`src/rtl/sbox_word_serializer.sv`:
```
// sbox_word_serializer: byte-serial SubBytes/InvSubBytes over one shared composite-field S-box.
// The tower is GF(((2^2)^2)^2); basis-change matrices are derived at elaboration from the field polynomials.
module sbox_word_serializer #(
    parameter int NUM_BYTES = 4
) (
    input  logic                   clk,
    input  logic                   rst_n,
    input  logic                   in_valid,
    output logic                   in_ready,
    input  logic [8*NUM_BYTES-1:0] in_word,
    input  logic                   in_dec,
    output logic                   out_valid,
    input  logic                   out_ready,
    output logic [8*NUM_BYTES-1:0] out_word,
    output logic                   busy
);
    localparam int IW = $clog2(NUM_BYTES);

    function automatic logic [1:0] gf4_mul(input logic [1:0] a, input logic [1:0] b);
        return {a[1] & b[1] ^ a[1] & b[0] ^ a[0] & b[1], a[1] & b[1] ^ a[0] & b[0]};
    endfunction

    function automatic logic [1:0] gf4_sq(input logic [1:0] a);
        return {a[1], a[1] ^ a[0]};
    endfunction

    function automatic logic [3:0] gf16_mul(input logic [3:0] a, input logic [3:0] b);
        logic [1:0] hh;
        hh = gf4_mul(a[3:2], b[3:2]);
        return {hh ^ gf4_mul(a[3:2], b[1:0]) ^ gf4_mul(a[1:0], b[3:2]),
                gf4_mul(hh, 2'b10) ^ gf4_mul(a[1:0], b[1:0])};
    endfunction

    // In GF(4) the inverse of a nonzero element is its square, and 0 maps to 0.
    function automatic logic [3:0] gf16_inv(input logic [3:0] a);
        logic [1:0] di;
        di = gf4_sq(gf4_mul(gf4_sq(a[3:2]), 2'b10) ^ gf4_mul(a[3:2], a[1:0]) ^ gf4_sq(a[1:0]));
        return {gf4_mul(a[3:2], di), gf4_mul(a[3:2] ^ a[1:0], di)};
    endfunction

    function automatic logic [7:0] gf256_mul(input logic [7:0] a, input logic [7:0] b, input logic [3:0] lam);
        logic [3:0] hh;
        hh = gf16_mul(a[7:4], b[7:4]);
        return {hh ^ gf16_mul(a[7:4], b[3:0]) ^ gf16_mul(a[3:0], b[7:4]),
                gf16_mul(hh, lam) ^ gf16_mul(a[3:0], b[3:0])};
    endfunction

    function automatic logic [7:0] gf256_inv(input logic [7:0] a, input logic [3:0] lam);
        logic [3:0] di;
        di = gf16_inv(gf16_mul(gf16_mul(a[7:4], a[7:4]), lam) ^ gf16_mul(a[7:4], a[3:0])
                      ^ gf16_mul(a[3:0], a[3:0]));
        return {gf16_mul(a[7:4], di), gf16_mul(a[7:4] ^ a[3:0], di)};
    endfunction

    // Smallest lambda with no solution to t^2+t=lambda, making z^2+z+lambda irreducible.
    function automatic logic [3:0] find_lambda();
        logic [3:0] lam;
        logic       hit;
        lam = '0;
        for (int l = 1; l < 16; l++) begin
            hit = 1'b0;
            for (int t = 0; t < 16; t++)
                if ((gf16_mul(4'(t), 4'(t)) ^ 4'(t)) == 4'(l)) hit = 1'b1;
            if (!hit && lam == 4'd0) lam = 4'(l);
        end
        return lam;
    endfunction

    function automatic logic [7:0] apply(input logic [63:0] m, input logic [7:0] a);
        logic [7:0] r;
        r = '0;
        for (int i = 0; i < 8; i++)
            if (a[i]) r ^= m[8*i +: 8];
        return r;
    endfunction

    // Column i is beta^i, with beta a tower root of the AES polynomial x^8+x^4+x^3+x+1.
    function automatic logic [63:0] tower_basis(input logic [3:0] lam);
        logic [7:0]  beta, c2, c4, c8, pw;
        logic [63:0] m;
        beta = '0;
        for (int c = 1; c < 256; c++) begin
            c2 = gf256_mul(8'(c), 8'(c), lam);
            c4 = gf256_mul(c2, c2, lam);
            c8 = gf256_mul(c4, c4, lam);
            if ((c8 ^ c4 ^ gf256_mul(c2, 8'(c), lam) ^ 8'(c) ^ 8'd1) == 8'd0 && beta == 8'd0)
                beta = 8'(c);
        end
        pw = 8'd1;
        m  = '0;
        for (int i = 0; i < 8; i++) begin
            m[8*i +: 8] = pw;
            pw = gf256_mul(pw, beta, lam);
        end
        return m;
    endfunction

    function automatic logic [63:0] aes_basis(input logic [63:0] fwd);
        logic [63:0] m;
        m = '0;
        for (int j = 0; j < 8; j++)
            for (int a = 0; a < 256; a++)
                if (apply(fwd, 8'(a)) == 8'(1 << j)) m[8*j +: 8] = 8'(a);
        return m;
    endfunction

    function automatic logic [7:0] rotl(input logic [7:0] a, input int n);
        return 8'((a << n) | (a >> (8 - n)));
    endfunction

    localparam logic [3:0]  LAM    = find_lambda();
    localparam logic [63:0] TO_T   = tower_basis(LAM);
    localparam logic [63:0] FROM_T = aes_basis(TO_T);

    typedef enum logic [1:0] {IDLE, BUSY, DONE} state_t;

    state_t                 state, state_nx;
    logic [IW-1:0]          idx;
    logic [8*NUM_BYTES-1:0] src, res;
    logic                   mode;
    logic [7:0]             sb_in, sb_x, sb_y, sb_out;

    // Decryption undoes the affine step first, encryption applies it after the inversion.
    always_comb begin
        sb_in  = src[{idx, 3'b000} +: 8];
        sb_x   = mode ? rotl(sb_in, 1) ^ rotl(sb_in, 3) ^ rotl(sb_in, 6) ^ 8'h05 : sb_in;
        sb_y   = apply(FROM_T, gf256_inv(apply(TO_T, sb_x), LAM));
        sb_out = mode ? sb_y
                      : sb_y ^ rotl(sb_y, 1) ^ rotl(sb_y, 2) ^ rotl(sb_y, 3) ^ rotl(sb_y, 4) ^ 8'h63;
    end

    always_comb begin
        state_nx  = state;
        in_ready  = state == IDLE;
        out_valid = state == DONE;
        busy      = state != IDLE;
        if (state == IDLE && in_valid) state_nx = BUSY;
        if (state == BUSY && idx == IW'(NUM_BYTES - 1)) state_nx = DONE;
        if (state == DONE && out_ready) state_nx = IDLE;
    end

    always_ff @(posedge clk or negedge rst_n) begin
        if (!rst_n) begin
            state <= IDLE;
            idx   <= '0;
            src   <= '0;
            res   <= '0;
            mode  <= 1'b0;
        end else begin
            state <= state_nx;
            if (in_ready && in_valid) begin
                src  <= in_word;
                mode <= in_dec;
                idx  <= '0;
            end
            if (state == BUSY) begin
                res[{idx, 3'b000} +: 8] <= sb_out;
                idx <= idx + 1'b1;
            end
        end
    end

    assign out_word = res;
endmodule
```
`config.mk`:
```
export PLATFORM = sky130hd
export DESIGN_NAME = sbox_word_serializer
export DESIGN_NICKNAME = d
export VERILOG_FILES = /design/src/rtl/sbox_word_serializer.sv
export SDC_FILE = /design/constraint.sdc
export NUM_CORES = 1
export LEC_CHECK = 0
export CAP_MARGIN = 20
export CORE_UTILIZATION = 51
export CTS_CLUSTER_DIAMETER = 30
export DETAILED_ROUTE_END_ITERATION = 7
export GPL_ROUTABILITY_DRIVEN = 0
export GPL_TIMING_DRIVEN = 1
export PLACE_DENSITY = 0.84
export SKIP_LAST_GASP = 1
export SLEW_MARGIN = 0
export SYNTH_ARGS = -nofsm -noshare
export SYNTH_HDL_FRONTEND = slang
export SYNTH_SLANG_ARGS = --single-unit
```
`constraint.sdc`:
```
create_clock -name clk -period 7.88 [get_ports clk]
set_input_delay 1.182 -clock clk [delete_from_list [all_inputs] [get_ports clk]]
set_output_delay 1.182 -clock clk [all_outputs]
set_load 0.05 [all_outputs]
```
# Word-level counts from Yosys, hierarchy flattened
# Index checks and enable logic that the tools add are counted.
dict set report totals {
  reg_bits 69
  latch_bits 0
  ramBits 0
  mem_bits_ro 0
  wordCells 246
  n_memories 0
}
dict set report op_classes {
  addsub 2
  n_mul 0
  n_div 0
  order_cmp 0
  eq_ne 3
  shifts 3
  mux 24
  bitwise 202
  n_reduce_logical 7
}
# cell n
set ops {}
lappend ops {{XOR 1 bit} 79}
lappend ops {{bitwise AND 1 bit} 72}
lappend ops {{2-to-1 mux 8 bit} 9}
lappend ops {{XOR 8 bit} 6}
lappend ops {{2-to-1 mux 7 bit} 6}
lappend ops {{XOR 2 bit} 19}
lappend ops {{bitwise mux 32 bit} 1}
lappend ops {{variable shift 8 x 7 -> 32 bit, first input constant} 1}
lappend ops {{variable part select 32 x 6 -> 8 bit} 1}
lappend ops {{variable part select 8 x 7 -> 32 bit} 1}
lappend ops {{inverter 4 bit} 5}
lappend ops {{OR 8 x 1 -> 8 bit} 2}
lappend ops {{OR 8 x 3 -> 8 bit} 2}
lappend ops {{2-to-1 mux 2 bit} 6}
lappend ops {{inverter 6 bit} 2}
lappend ops {{XOR 4 bit} 3}
lappend ops {{inverter 3 bit} 3}
lappend ops {{OR 8 x 2 -> 8 bit} 1}
lappend ops {{OR 8 x 4 -> 8 bit} 1}
lappend ops {{OR 8 x 6 -> 8 bit} 1}
lappend ops {{negator 5 -> 7 bit} 1}
lappend ops {{inverter 7 bit} 1}
lappend ops {{inverter 1 -> 5 bit, first input constant} 1}
lappend ops {{== test 2 bit, second input constant} 2}
lappend ops {{other kinds (10)} 15}

# Longest topological paths before layout
# Gate-level depths: netlist (run 1).
dict set report depth {
  depth_word 67
  mapped_depth 30
  mapped_depth_nobuf 26
}

# Least setup slack after synthesis (run 1)
# OpenSTA, ideal clock, no wires.
dict set report synth_timing {
  path_kind {register to register}
  startpoint {register idx[0]}
  endpoint {register res[15] (netlist: out_word[15])}
  setup_time_ns 0.130
  t_arrival_ns 7.298
  required_ns 7.750
  setup_slack_ns 0.452
  path_stages_with_launch 28
  path_buffers 4
  period_less_slack_ns 7.428
  cell_sequence {dfrtp_1 -> buf_6 -> mux4_2 -> buf_4 -> xor3_1 -> mux2i_4 -> xnor2_1 -> xnor2_1 -> inv_1 -> ha_1 -> xnor3_1 -> xnor3_2 -> xnor3_4 -> ha_1 -> clkbuf_1 -> inv_1 -> and2_1 -> a21o_1 -> a311oi_2 -> and2_1 -> buf_4 -> mux2i_1 -> a22oi_1 -> xor2_1 -> xor3_2 -> mux2i_1 -> xor2_1 -> o21ai_1}
}
dict set report synth_between {
  elab_chain_cells 60
}
# element line_no
set synth_lines {}
lappend synth_lines {{start, declared} 118} ;# logic [IW-1:0] idx;
lappend synth_lines {{start signal, assigned} 158} ;# idx <= idx + 1'b1;
lappend synth_lines {{variable part select 32 x 6 -> 8 bit} 125} ;# sb_in = src[{idx, 3'b000} +: 8];
lappend synth_lines {{OR 8 x 1 -> 8 bit or OR 8 x 3 -> 8 bit (tied branches)} 108} ;# return 8'((a << n) | (a >> (8 - n)));
lappend synth_lines {{XOR 8 bit (2 in a row)} 126} ;# sb_x = mode ? rotl(sb_in, 1) ^ rotl(sb_in, 3) ^ rotl(sb_in, 6) ^ 8'h05 : sb_in;
lappend synth_lines {{2-to-1 mux 8 bit} 126}
lappend synth_lines {{2-to-1 mux 7 bit} 73} ;# if (a[i]) r ^= m[8*i +: 8];
lappend synth_lines {{inverter 4 bit (no source line)} n/a}
lappend synth_lines {{2-to-1 mux 7 bit} 73}
lappend synth_lines {{inverter 4 bit (no source line)} n/a}
lappend synth_lines {{[40 not listed]} n/a}
lappend synth_lines {{inverter 7 bit (no source line)} n/a}
lappend synth_lines {{2-to-1 mux 8 bit} 73}
lappend synth_lines {{OR 8 x 1 -> 8 bit} 108}
lappend synth_lines {{XOR 8 bit (4 in a row)} 129} ;# : sb_y ^ rotl(sb_y, 1) ^ rotl(sb_y, 2) ^ rotl(sb_y, 3) ^ rotl(sb_y, 4) ^ 8'h63;
lappend synth_lines {{inverter 4 bit (no source line)} n/a}
lappend synth_lines {{2-to-1 mux 8 bit} 128} ;# sb_out = mode ? sb_y
lappend synth_lines {{variable part select 8 x 7 -> 32 bit} 157} ;# res[{idx, 3'b000} +: 8] <= sb_out;
lappend synth_lines {{bitwise mux 32 bit (*)} 157}
lappend synth_lines {{end signal, assigned by index} 157}
lappend synth_lines {{end, declared} 119} ;# logic [8*NUM_BYTES-1:0] src, res;
# Every way passes the cells marked *; elsewhere a longest branch is shown, timed or not.
# A chain may end at the register's enable or synchronous reset.

# Worst setup path in the final report (run 1)
dict set report layout_timing {
  startpoint {register idx[0]}
  endpoint {register res[7] (netlist: out_word[7])}
}
# Same word-level chain as after synthesis.

==> results.ini, run 1 <==
[global_route]
grtUsageTotal_pct=24.8
antenna_found_initial=0
grt_max_degree=70
overflow=0
grt_pass1_wl_mm=22.1
grt_pass1_vias=4511

[finish]
diodes=0
multi_input_area_sq_um=3720
area_growth_pct=20.3
drive_gt1_share_pct=20.6
fin_nets=663
seq_area_sq_um=1730
n_fill_cell=805

[routing]
vias=4486
firstDrtPassIters=4
wl_met3_microns=635
drc=0
first_iter_violations=383
highest_layer=met4
routedWlPerCell_microns=17.7
wl_met1_mm=5.52
vias_per_cell=5.93
wl_met2_mm=7.02
ant_nets=0
wl_mm=13.4

[yosys]
avgSynthCellArea_sq_um=10.5
yosys_warnings=0
synth-simple-area-share_pct=12.2
synth_xor_area_share_pct=21.0
synth-seq-area-share_pct=30.9
synth_edf_count=0
syn-cell-area_sq_um=5600
synthAdderAreaFrac_pct=2.42
synth_top_family_by_area=XOR/XNOR gates
syn_inst=533
synth_top_cell_area_share_pct=30.9
synth_compound_area_share_pct=14.2
ys.flop_type=dfrtp_1
postSynth.asyncResetShare_pct=100
synthMuxAreaShare_pct=16.0
synth-seq-cells=69
yosys.area.top_type=dfrtp_1
syn_nets=580
synthTopCellsByArea=dfrtp_1, mux2_2, xnor2_1, nand2_1, mux2i_1
yosysUniqueCellTypes=85

[sta]
period_needed_ps=7530
final-hold-violation-count=0
worst_pin_slew_ps=824
fin_worst_skew_ps=13.1
fin_ws_ps=349
slew_headroom_pct=45.0
timing.fmax_mhz=133
post-route-period-util_pct=95.6
setup_violations=0
final_max_slew_viol_count=0

[worst_setup_path]
cpMaxStageDelayCell=mux4_2
cp.required_ps=8110
ff2ff_setup_slack_ps=350
arrival_ps=7760
cp_top_family=XOR/XNOR gates
reg2reg_depth=25
r2r-start=idx[0]
cp_num_buf_inv=2
end_kind=register
worstSetupPathType=reg -> reg
path_max_fanout=9
cpMostUsedCell=mux2i_1
r2r-end=out_word[7]
cp-start-kind=register
cpPeakStageDelay_ps=620

[clock_tree]
numCtsBuffers=9
cts_hold_buf=0
clk_pin_slew_worst_paths_ps=80
root_buffer=clkbuf_8
h-tree-depth=3
worst_skew_pair.late_latency_ps=350
clk_path_buf_depth=2
cts_tree=built
clkSinkCount=69

[die]
coreArea_sq_um=10500
pin_count=72
fp.dieW_microns=107
rows=37
fp.dieArea_sq_um=11400
start_util_pct=53.5
die_h_microns=107

[worst_hold_path]
hold_start=out_word[8]
hp-class=reg -> reg
hold_end=out_word[8]
whs_path_depth=2

[run]
cap_violations=0

[status]
status=finished, final reports clean

[place]
place.port_buffers=71
dpl.hpwl_mm=9.88
pre_cts_slack_ps=66.6

state kept, by name, summed over array words and instances (netlist names):
name,cells
idx,2
mode,1
out_word,32
src,32
state,2
logic make-up (layout without fill, tap and decap cells):
kind of cell               count (synthesis)  after routing
DFF                                       69             69
and+or+nand+nor                          143            143
xor gates and xnor gates                  91             91
buffers and inverters                     40            127
muxes                                     69             69
AOI/OAI and AO/OA                        110            110
adders and majority gates                 11             11
worst reg2reg max path: cells and delay by family, from the launching register on:
family,cells,cell delay [ps]
AOI/OAI and AO/OA,5,1240
xor gates and xnor gates,10,3470
adders and majority gates,2,510
buffers and inverters,2,300
DFF,1,460
muxes,4,1090
and+or+nand+nor,2,350
synth_stat cells (9+ instances only):
library cell and n:
clkbuf_1 10, dfrtp_1 69, ha_1 10, o21ai_0 21, mux2_2 33, a21oi_1 10, xnor2_1 38, nor2_1 30
xor2_1 23, inv_1 13, mux4_2 9, nand2_1 66, o21ai_1 26, mux2i_1 22
how the worst max path moves through the flow:
stage                     startpoint  slack [ps]           end  depth (start not counted)
after floorplan               idx[0]         450  out_word[15]                         27
after global placement        idx[0]         220   out_word[0]                         24
after detailed placement      idx[0]          70  out_word[16]                         24
after CTS                     idx[0]          10  out_word[16]                         24
after global routing          idx[0]          -4  out_word[15]                         27
final                         idx[0]         350   out_word[7]                         25
through the flow:
step                      utilization (%)  instance area [sq um]  hold slack (ps)  setup TNS, ps  instances
after floorplan                         -                   5600              472              0        533
after global placement               62.2                   6510              464              0        738
after detailed placement             62.2                   6510              475              0        738
after CTS                            63.7                   6670              490              0        753
after global routing                 64.3                   6730              503          -4.68        756
final                                64.3                   6730              482              0        756
cells in the final DEF, fill, tap and decap left out, drive strengths merged, types with 25 or more instances in the layout:
| master | count |
|---|---|
| xor2 | 26 |
| dfrtp | 69 |
| nor2 | 31 |
| o21ai | 47 |
| mux2i | 25 |
| buf | 26 |
| clkdlybuf4s50 | 70 |
| nand2 | 67 |
| mux2 | 34 |
| xnor2 | 47 |
routing by layer:
metal	track usage, %	vias up
met5	0	-
met4	8.90	0
met3	5.35	23
met2	42.3	150
met1	30.8	2236
li1	-	2077
what timing repair did:
| action | in CTS | in global routing |
|---|---|---|
| gates resized for setup | 0 | 7 |
| setup endpoints to repair | 0 | 32 |
| buffers inserted | 0 | 3 |
layout make-up:
cell class | instances | share of cell area, %
Sequential cell | 69 | 25.7
Clock buffer | 11 | 1.95
Timing Repair Buffer | 96 | 13.3
Multi-Input combinational cell | 424 | 55.3
Tap cell | 136 | 2.53
Clock inverter | 4 | 0.390
Inverter | 16 | 0.893
Power of run 1 is not shown: default switching activity piles up to over one toggle a cycle in this logic, so the estimate is an artifact.
==> inputs of run 2 (changes only) <==
- RECOVER_POWER: unset -> 25
- SLEW_MARGIN: 0 -> 20
==> results.ini, run 2 (synthesized netlist as in run 1, its figures left out) <==
[sta]
final_max_slew_viol_count=70  ; was 0
slew_headroom_pct=-134  ; was 45.0%
worst_pin_slew_ps=3500  ; was 824 ps
post-route-period-util_pct=95.6  ; about the same
final-hold-violation-count=0  ; unchanged
timing.fmax_mhz=133  ; about the same
fin_worst_skew_ps=12.1  ; was 13.1 ps
period_needed_ps=7530  ; about the same
setup_violations=0  ; unchanged

[die]
pin_count=72  ; unchanged
fp.dieArea_sq_um=11400  ; unchanged
fp.dieW_microns=107  ; unchanged
start_util_pct=53.5  ; unchanged
rows=37  ; unchanged
die_h_microns=107  ; unchanged
coreArea_sq_um=10500  ; unchanged

[finish]
n_fill_cell=807  ; was 805
final_cell_mix=clkdlybuf4s50_1, dfrtp_1, nand2_1  ; unchanged
area_growth_pct=20.2  ; was 20.3%
drive_gt1_share_pct=20.5  ; was 20.6%
fin_util_pct=64.3  ; about the same
final_common_cell=clkdlybuf4s50_1  ; unchanged
multi_input_area_sq_um=3720  ; unchanged
seq_area_sq_um=1730  ; unchanged
fin_nets=663  ; unchanged
diodes=0  ; unchanged

[global_route]
antenna_found_initial=0  ; unchanged
grt_pass1_wl_mm=22.1  ; unchanged
grt_pass1_vias=4511  ; unchanged
overflow=0  ; unchanged
grt_max_degree=70  ; unchanged
grtUsageTotal_pct=24.8  ; unchanged

[worst_setup_path]
arrival_ps=7760  ; about the same
path_max_fanout=9  ; unchanged
end_kind=register  ; unchanged
reg2reg_depth=25  ; unchanged
r2r-start=idx[0]  ; unchanged
worstSetupPathType=reg -> reg  ; unchanged
r2r-end=out_word[7]  ; unchanged
cp-start-kind=register  ; unchanged
cp.required_ps=8110  ; about the same
ff2ff_setup_slack_ps=350  ; about the same

[routing]
first_iter_violations=380  ; was 383
firstDrtPassIters=4  ; unchanged
vias_per_cell=5.95  ; was 5.93
wl_mm=13.4  ; about the same
routedWlPerCell_microns=17.7  ; about the same
vias=4497  ; was 4,486
ant_nets=0  ; unchanged
drc=0  ; unchanged

[clock_tree]
clk_path_buf_depth=2  ; unchanged
clk_pin_slew_worst_paths_ps=80  ; about the same
numCtsBuffers=9  ; unchanged
h-tree-depth=3  ; unchanged
cts_hold_buf=0  ; unchanged
clkSinkCount=69  ; unchanged
root_buffer=clkbuf_8  ; unchanged
cts_tree=built  ; unchanged
worst_skew_pair.late_latency_ps=350  ; about the same

[status]
status=complete, but fails checks  ; was finished, final reports clean
violations=max-capacitance violations, max-slew violations

[place]
place.port_buffers=71  ; unchanged
dpl.hpwl_mm=9.88  ; unchanged

[worst_hold_path]
hold_end=out_word[8]  ; unchanged
hold_start=out_word[8]  ; unchanged
hp-class=reg -> reg  ; unchanged
whs_path_depth=2  ; unchanged

[run]
cap_violations=1  ; was 0

[run 2: final cells by class]
type | count | area share [%]
Inverter | 16 | 0.893
Multi-Input combinational cell | 424 | 55.3
Timing Repair Buffer | 96 | 13.2
Tap cell | 136 | 2.53
Clock inverter | 4 | 0.391
Clock buffer | 11 | 1.95
Sequential cell | 69 | 25.7
[run 2: worst max-delay path by stage]
stage,start,endpoint,slack (ps),cells past startpoint
after global placement,idx[0],out_word[0],220,24
final,idx[0],out_word[7],350,25
after global routing,idx[0],out_word[15],-4,27
after floorplan,idx[0],out_word[15],450,27
after CTS,idx[0],out_word[16],10,24
after detailed placement,idx[0],out_word[16],70,24
[run 2: routing by layer]
metal | GRT usage (%) | up-vias | wire [microns]
li1 | - | 2077 | -
met1 | 30.8 | 2236 | 5490
met4 | 8.90 | 0 | 227
met2 | 42.3 | 161 | 7010
met3 | 5.35 | 23 | 665
met5 | 0 | - | 0
[run 2: worst max-delay path: stages, from the launching register on]
cell and delay (ps):
dfrtp_2 460, buf_4 150, mux4_2 620, xor3_1 460, a21oi_4 260, xnor2_2 170, xnor2_2 260, inv_1 150
ha_1 220, xnor3_1 410, xnor3_2 300, xnor3_4 560, ha_1 280, xnor2_1 310, nor2_1 80, mux2i_1 160
mux2i_1 130, a211oi_1 330, nand2_1 270, a22o_1 320, a311oi_2 220, xnor2_1 190, xor3_2 520, mux2i_1 180
xor2_1 280, o21ai_1 110
[run 2: what timing repair did]
| action | 4_1_cts | 5_1_grt |
|---|---|---|
| setup endpoints to repair | 0 | 32 |
| resized for setup | 0 | 7 |
| setup buffers | 0 | 3 |
| hold endpoints to repair | 0 | 0 |
[run 2: metrics by stage]
stage                     setup WS (ps)  cells  hold WS [ps]  TNS (ps)  area (sq um)
after floorplan                     452    533           472         0          5600
after global placement              221    738           464         0          6510
after detailed placement           66.6    738           475         0          6510
after CTS                          11.8    753           490         0          6670
after global routing              -3.93    756           503     -4.68          6730
final                               350    756           482         0          6730
Power of run 2 is left out for the same reason.
